--- src/rtl/note_selector.sv ---
// Note selector: synchronises and debounces 8 note keys plus octave up/down buttons, keeps the
// last-pressed note and drives the tone half-period (in 48 kHz frames) to the I2S transmitter.
module note_selector #(
  parameter int SAMPLE_DIV     = 12288,
  parameter int STABLE_SAMPLES = 4
) (
  input  logic       clk,
  input  logic       rst,
  input  logic [7:0] key_n,
  input  logic       oct_up_n,
  input  logic       oct_dn_n,
  input  logic       mute,
  output logic [7:0] wave_half_period,
  output logic       note_valid,
  output logic [2:0] active_note,
  output logic [1:0] octave,
  output logic       dbg_state
);

  typedef enum logic {IDLE = 1'b0, PLAYING = 1'b1} state_t;

  localparam int PW = (SAMPLE_DIV > 1) ? $clog2(SAMPLE_DIV) : 1;

  logic [9:0]      w_raw;
  logic [9:0]      r_sync1, r_sync2;
  logic [PW-1:0]   r_presc;
  logic            w_tick;
  logic [9:0]      r_deb, r_deb_d;
  logic [9:0][2:0] r_cnt;
  logic [9:0]      w_press;
  logic [7:0]      w_note_press, w_note_rel, w_held;
  state_t          r_state, w_state_nx;
  logic [2:0]      r_sel, w_sel_nx;
  logic [1:0]      r_oct;
  logic [7:0]      r_whp;
  logic            r_valid;
  logic [2:0]      r_note;

  function automatic logic [2:0] f_lowest(input logic [7:0] v);
    f_lowest = 3'd0;
    for (int i = 7; i >= 0; i--)
      if (v[i]) f_lowest = 3'(i);
  endfunction

  function automatic logic [7:0] f_base(input logic [2:0] idx);
    case (idx)
      3'd0:    f_base = 8'd91;
      3'd1:    f_base = 8'd81;
      3'd2:    f_base = 8'd72;
      3'd3:    f_base = 8'd68;
      3'd4:    f_base = 8'd60;
      3'd5:    f_base = 8'd54;
      3'd6:    f_base = 8'd48;
      default: f_base = 8'd45;
    endcase
  endfunction

  // Octave scaling works on p = base+1 so halving/doubling tracks the real period.
  function automatic logic [7:0] f_scaled(input logic [7:0] b, input logic [1:0] oct);
    logic [8:0] p;
    logic [9:0] dbl;
    p   = {1'b0, b} + 9'd1;
    dbl = {p, 1'b0} - 10'd1;
    case (oct)
      2'd0:    f_scaled = (dbl > 10'd255) ? 8'hFF : 8'(dbl);
      2'd1:    f_scaled = b;
      2'd2:    f_scaled = 8'((p >> 1) - 9'd1);
      default: f_scaled = 8'((p >> 2) - 9'd1);
    endcase
  endfunction

  assign w_raw = {oct_dn_n, oct_up_n, key_n};

  always_ff @(posedge clk or negedge rst) begin
    if (!rst) begin
      r_sync1 <= '1;
      r_sync2 <= '1;
    end else begin
      r_sync1 <= w_raw;
      r_sync2 <= r_sync1;
    end
  end

  assign w_tick = (r_presc == PW'(SAMPLE_DIV - 1));

  always_ff @(posedge clk or negedge rst) begin
    if (!rst) r_presc <= '0;
    else      r_presc <= w_tick ? '0 : r_presc + PW'(1);
  end

  always_ff @(posedge clk or negedge rst) begin
    if (!rst) begin
      r_deb <= '1;
      r_cnt <= '0;
    end else if (w_tick) begin
      for (int i = 0; i < 10; i++) begin
        if (r_sync2[i] == r_deb[i]) begin
          r_cnt[i] <= '0;
        end else if (r_cnt[i] == 3'(STABLE_SAMPLES - 1)) begin
          r_deb[i] <= r_sync2[i];
          r_cnt[i] <= '0;
        end else begin
          r_cnt[i] <= r_cnt[i] + 3'd1;
        end
      end
    end
  end

  // Edge pulses come from comparing against last cycle's debounced level.
  always_ff @(posedge clk or negedge rst) begin
    if (!rst) r_deb_d <= '1;
    else      r_deb_d <= r_deb;
  end

  assign w_press      = r_deb_d & ~r_deb;
  assign w_note_press = w_press[7:0];
  assign w_note_rel   = ~r_deb_d[7:0] & r_deb[7:0];
  assign w_held       = ~r_deb[7:0];

  always_ff @(posedge clk or negedge rst) begin
    if (!rst) begin
      r_state <= IDLE;
      r_sel   <= 3'd0;
    end else begin
      r_state <= w_state_nx;
      r_sel   <= w_sel_nx;
    end
  end

  // Release is resolved first so a same-cycle press always overrides it.
  always_comb begin
    w_state_nx = r_state;
    w_sel_nx   = r_sel;
    if (r_state == PLAYING && w_note_rel[r_sel]) begin
      if (|w_held) w_sel_nx = f_lowest(w_held);
      else         w_state_nx = IDLE;
    end
    if (|w_note_press) begin
      w_state_nx = PLAYING;
      w_sel_nx   = f_lowest(w_note_press);
    end
  end

  always_ff @(posedge clk or negedge rst) begin
    if (!rst) begin
      r_oct <= 2'd1;
    end else if (w_press[8] && !w_press[9] && r_oct != 2'd3) begin
      r_oct <= r_oct + 2'd1;
    end else if (w_press[9] && !w_press[8] && r_oct != 2'd0) begin
      r_oct <= r_oct - 2'd1;
    end
  end

  always_ff @(posedge clk or negedge rst) begin
    if (!rst) begin
      r_whp   <= 8'd0;
      r_valid <= 1'b0;
      r_note  <= 3'd0;
    end else begin
      if (r_state == PLAYING && !mute) begin
        r_whp   <= f_scaled(f_base(r_sel), r_oct);
        r_valid <= 1'b1;
      end else begin
        r_whp   <= 8'd0;
        r_valid <= 1'b0;
      end
      r_note <= (r_state == PLAYING) ? r_sel : 3'd0;
    end
  end

  assign wave_half_period = r_whp;
  assign note_valid       = r_valid;
  assign active_note      = r_note;
  assign octave           = r_oct;
  assign dbg_state        = r_state;

endmodule

--- config.mk ---
export PLATFORM = sky130hd
export DESIGN_NAME = note_selector
export DESIGN_NICKNAME = d
export VERILOG_FILES = /design/src/rtl/note_selector.sv
export SDC_FILE = /design/constraint.sdc
export NUM_CORES = 1
export LEC_CHECK = 0
export ABC_AREA = 1
export ABC_CLOCK_PERIOD_IN_PS = 2550
export BUFFER_PORTS_ARGS = -buffer_cell sky130_fd_sc_hd__buf_2
export CAP_MARGIN = 20
export CELL_PAD_IN_SITES_DETAIL_PLACEMENT = 0
export CELL_PAD_IN_SITES_GLOBAL_PLACEMENT = 1
export CORE_UTILIZATION = 47
export CTS_CLUSTER_DIAMETER = 50
export DETAILED_ROUTE_END_ITERATION = 16
export GPL_ROUTABILITY_DRIVEN = 0
export GPL_TIMING_DRIVEN = 1
export PLACE_DENSITY = 0.85
export SLEW_MARGIN = 20
export SYNTH_ARGS = -nofsm -noshare
export SYNTH_HDL_FRONTEND = slang
export SYNTH_SLANG_ARGS = --single-unit
--- constraint.sdc ---
create_clock -name clk -period 2.55 [get_ports clk]
set_input_delay 0.1275 -clock clk [delete_from_list [all_inputs] [get_ports clk]]
set_output_delay 0.1275 -clock clk [all_outputs]
set_load 0.02 [all_outputs]
; After elaboration in Yosys (flattened, before gate mapping)
; Cells that the tools add are included.
; Widths: inputs -> output; s select.
[word_totals]
regBits = 102
elab_cells = 178
[classes]
n_addsub = 17
n_lt_le_gt_ge = 2
eq_ne = 31
mux = 54
bitwise = 15
reduce_logical = 29
[op_table]
columns = cell, count
row1 = $mux 3, 40
row2 = $pmux 7 s7, 1
row3 = $eq 3x2->1 const B, 12
row4 = $add 3x1->3 const B, 10
row5 = $reduce_and 3->1, 10
row6 = $mux 8, 3
row7 = $pmux 8 s3, 1
row8 = $not 8->8, 2
row9 = $reduce_or 8->1, 2
row10 = $add 14x1->14 const B, 1
row11 = $eq 14x14->1 const B, 1
row12 = $mux 14, 1
row13 = $and 10x10->10, 1
row14 = $eq 1x1->1, 10
row15 = $gt 10x8->1 const B, 1
row16 = $not 1->1, 10
row17 = $not 10->10, 1
row18 = $sub 10x1->10 const B, 1
row19 = $add 8x1->9 const B, 1
row20 = $eq 3x3->1 const B, 3
row21 = $and 8x8->8, 1
row22 = $reduce_bool 2->1, 4
row23 = $sub 7x1->8 const B, 1
row24 = $sub 8x1->8 const B, 1
row25 = 16 further kinds, 29

; Depth between registers and ports, before layout
[logic_depth]
word_depth = 12
depth_mapped = 17

; Worst setup path after synthesis
; OpenSTA, ideal clock, no wires.
[synth_path]
path_type = register to register
startpoint = register r_sel[0]
endpoint = register r_whp[4], in the netlist wave_half_period[4]
setup_time_ns = 0.113
arrival_time_ns = 1.992
required_ns = 2.437
path_slack_ns = 0.445
stages_incl_launch_ff = 18
path_buffers = 1
synth_period_minus_slack_ns = 2.105
cell_sequence = dfrtp_1 > buf_2 > inv_1 > nand2_1 > nand3_1 > inv_1 > ha_1 > inv_1 > nand2_1 > nand2_1 > nand2_1 > o21ai_1 > ha_1 > o2111ai_1 > nand2_1 > nand3_1 > nand2_1 > inv_1
[synth_between]
elab_chain_cells = 9
word_cells_on_any_way = 17
cone_classes = add/sub: 4 / order compare: 1 / eq/ne: 6 / mux: 5 / reduce/logical: 1
[synth_rtl]
columns = item, line
row1 = start: declaration, 33  ; logic [2:0] r_sel, w_sel_nx;
row2 = start signal: assignment, 126  ; r_sel <= w_sel_nx;
row3 = "$eq 3x3->1, or another cell as far along", 46  ; case (idx)
row4 = $pmux 7 s7 *, 46
row5 = $mux 8 *, 160  ; if (r_state == PLAYING && !mute) begin
row6 = $add 8x1->9, 62  ; p = {1'b0, b} + 9'd1;
row7 = $sub 10x1->10, 63  ; dbl = {p, 1'b0} - 10'd1;
row8 = $gt 10x8->1, 65  ; 2'd0: f_scaled = (dbl > 10'd255) ? 8'hFF : 8'(dbl);
row9 = $mux 8, 65
row10 = $pmux 8 s3 *, 64  ; case (oct)
row11 = $mux 8 *, 160
row12 = end signal: assignment, 161  ; r_whp <= f_scaled(f_base(r_sel), r_oct);
row13 = end: declaration, 35  ; logic [7:0] r_whp;
; Mark *: on every way between the ends. The rest lies on a longest branch, timed or not. The select of a mux whose other input is x is not followed.
; A chain may end at the register's enable or synchronous reset.

; Worst setup path in the final report
[layout_path]
startpoint = register r_sel[2]
endpoint = register r_whp[4], in the netlist wave_half_period[4]
; Same word-level chain as after synthesis.

==> impl_results.md <==
- Status: completed
- Postcts setup bufs: 0
- Area share of the largest cell type after synthesis: 31.1%
- Worst path slowest cell: dfrtp_1
- EDFF count, synth: 0
- Vias: approximately 3700
- Clock tree root buffer cell: clkbuf_8
- Period minus WS final: approximately 2.3 ns
- Yosys warns: 0
- Met1 Routed Length: about 4200 um
- Std cell rows: 36
- Register area share after synthesis: between 50 and 60%
- Die ar.: 0.0108 mm^2
- Final instance area: 0.00552 mm^2
- Maximum fanout along the worst path: 7
- Final ANT Viol Nets: 0
- Critical path's most frequent cell: nand2_1
- Post-synthesis net count: 583
- Async set-or-reset flop fraction in the synthesized netlist: 100%
- Final Cycle Share: 89.7%
- Final wirelength: 9080 um
- Mapped Area: 0.00490 mm^2
- Leak: 2.75 nW
- Clock Skew: 0.0166 ns
- Reg2reg path depth: 16
- Avg WL per Cell: 12.3 um
- Clock slew at reported path FFs: 0.10 ns
- Clk sink count: 102
- Die H: 104 um
- Peak Freq: 437 MHz
- Global-route wire length before repair: 16100 um
- Antenna violations before repair: 0
- CTS tree: built
- First-pass DRT Iterations: 6
- Stages on worst setup path: 16
- Die Wd: 104 um
- Overall Global Routing Usage: 18.5%
- Synth Flop Type: dfrtp_1
- Relative slew slack: 57.3%
- I/O Buffers: 27
- Crit path arrival time: 2.56 ns
- # diodes: 0
- CP max stage delay: 0.41 ns
- Final Hold Vio Count: 0
- Cell with the most instances after synthesis: nand2_1
- VDD IR max: 0.275 mV
- Fin nets: between 600 and 700
- Critical Path RT: roughly 2.8 ns
- DRT iter0 DRCs: 150
- Overflow after GRT: 0
- Max Cap Viol: 0
- Area added between synthesis and finish: 12.7%
- Total negative slack: 0 ns
- WL met3: ~410 um
- Worst setup EP type: flip-flop
- Avg Inst Size Synth: 8.88 um^2
- Initial cell density of the core: 49.2%
- Top post-synthesis cells by count: nand2_1, inv_1, dfrtp_1
- WL met2: 4310 um
- Synth top area cells: dfrtp_1, dfstp_2, nand2_1
- Htree depth: 3
- CTS Buf Count: 9
- Critical path type: flip-flop to flip-flop
- Drt drc: 0
- Core Box Area: 0.00995 mm^2
- Clk buf depth: 2
- Syn Inst Count: 552
- Share of layout cells above drive strength 1: 18.0%
- Seq cells post-synth: 102
- Worst-Margin Slew: roughly 0.64 ns
- Post-Layout Cell Count: 737
- Largest net degree at the start of global routing: 48
- Ports: 28
- Area post-placement: around 0.0052 mm^2
- Top cell family by delay on the critical path: simple AND/OR/NAND/NOR gates
- Number of global-route vias before repair: 3607
- Max Slew Vio Count: 0
- Final HPWL DP: ~6400 um
- Area leader, netlist: dfrtp_1
- # setup viols final: 0
- Critical path, cell by cell: inv_1 > nand2_1 > nand3_1 > inv_1 > ha_2 > inv_1 > nand2_1 > nand2_1 > nand2_1 > o21ai_0 > ha_2 > o2111ai_1 > nand2_1 > nand3_1 > nand2_1 > inv_1
- Critical path buffers and inverters: 4
- HP Class: input port to async pin
- Fill cells: 907
- Yosys cell types: 38
- Ratio of total power to cell area: 487 mW/mm^2
- Worst Setup Start Kind: flip-flop
- Skew-Pair Late Insertion Delay: between 0.3 and 0.4 ns
- DR top layer: met4
- Placed cells: a little over 700
- Average vias per placed instance: between 5 and 6
==> flip-flops by register name (all words and copies together), names as in the netlist <==
| register | count |
|---|---|
| r_deb_d | 10 |
| r_presc | 14 |
| note_valid | 1 |
| octave | 2 |
| r_sync2 | 10 |
| r_deb | 10 |
| r_sync1 | 10 |
| r_sel | 3 |
| active_note | 3 |
| dbg_state | 1 |
| wave_half_period | 8 |
| r_cnt | 30 |
==> metrics by stage <==
step	hold slack [ns]	utilization, %	setup slack [ns]	power [mW]
2_1_floorplan	-0.168	-	0.445	1.70
3_3_place_gp	0.187	52.4	0.286	1.75
3_5_place_dp	0.192	52.4	0.224	1.75
4_1_cts	0.328	55.4	0.198	2.73
5_1_grt	0.350	55.5	-0.00321	2.81
6_report	0.304	55.5	0.264	2.69
==> layer usage <==
metal	vias to the layer above	track usage [%]
li1	1860	-
met5	-	0
met1	1750	23.1
met3	16	4.20
met2	84	31.0
met4	0	7.55
==> placed cells by master, fill, tap and decap left out, types with 3 or more instances in the layout <==
cell type / Yosys / final
buf_2: 3 / 26
nor2_4: 3 / 3
a21oi_1: 12 / 12
dlygate4sd3_1: 0 / 12
buf_4: 0 / 8
nor3b_1: 3 / 3
a211oi_1: 4 / 4
nor3_1: 10 / 10
nor2_1: 41 / 41
dfstp_2: 41 / 41
a21boi_1: 3 / 3
nand4_1: 11 / 11
xor2_1: 5 / 5
a21boi_0: 9 / 9
nand2_1: 133 / 133
or2_2: 4 / 4
clkbuf_8: 0 / 9
dfrtp_1: 61 / 59
o31ai_1: 4 / 4
o21ai_0: 39 / 39
inv_6: 0 / 4
xnor2_1: 11 / 11
nand3_1: 30 / 30
inv_1: 80 / 80
ha_1: 18 / 16
o22ai_1: 3 / 3
==> kinds of logic (layout without fill, tap and decap cells) <==
| logic type | after synthesis | count (layout) | share of synthesized area, % |
|---|---|---|---|
| AOI/OAI and AO/OA | 80 | 80 | 9.55 |
| DFF | 102 | 102 | 53.1 |
| and+or+nand+nor | 244 | 244 | 22.4 |
| xor gates and xnor gates | 16 | 16 | 2.86 |
| buffers and inverters | 92 | 144 | 7.43 |
| adders and majority gates | 18 | 18 | 4.60 |
==> worst reg2reg max path: stages (launching register included) <==
cell and delay (ns):
dfrtp_1 0.41, inv_1 0.18, nand2_1 0.08, nand3_1 0.13
inv_1 0.08, ha_2 0.22, inv_1 0.07, nand2_1 0.05
nand2_1 0.09, nand2_1 0.05, o21ai_0 0.18, ha_2 0.30
o2111ai_1 0.13, nand2_1 0.08, nand3_1 0.07, nand2_1 0.06
inv_1 0.03
==> final cells by class <==
class,count,area [um^2],share of cell area (%)
Clock buffer,10,128,2.31
Clock inverter,6,50.0,0.906
Inverter,81,304,5.51
Multi-Input combinational cell,358,1940,35.1
Sequential cell,102,2610,47.2
Tap cell,133,166,3.01
Timing Repair Buffer,47,330,5.98
==> repair_timing <==
item / in CTS / in global routing
setup endpoints to repair: 0 / 2
resized for setup: 0 / 4
hold buffers: 12 / 0
endpoints found under the hold margin: 39 / 0
==> where the power goes <==
group          internal, mW  leakage (nW)  switching [mW]
sequential             1.65          1.26         0.00840
clock                 0.373        0.0926           0.583
combinational        0.0314          1.40          0.0452
==> final timing paths <==
kind,start,end,slack (ns)
worst max register to register,r_sel[2]$_DFFE_PN0P_,wave_half_period[4]$_DFF_PN0_,0.26
max in group asynchronous,rst,r_deb_d[8]$_DFF_PN1_,1.51
worst min-delay path,rst,r_cnt[4]$_DFFE_PN0N_,0.30
worst max-delay path,r_sel[2]$_DFFE_PN0P_,wave_half_period[4]$_DFF_PN0_,0.26
min in group clk,r_sync1[8]$_DFF_PN1_,r_sync2[8]$_DFF_PN1_,0.36
worst min register to register,r_sync1[8]$_DFF_PN1_,r_sync2[8]$_DFF_PN1_,0.36
No activity file was read; power rests on OpenSTA's default activity.
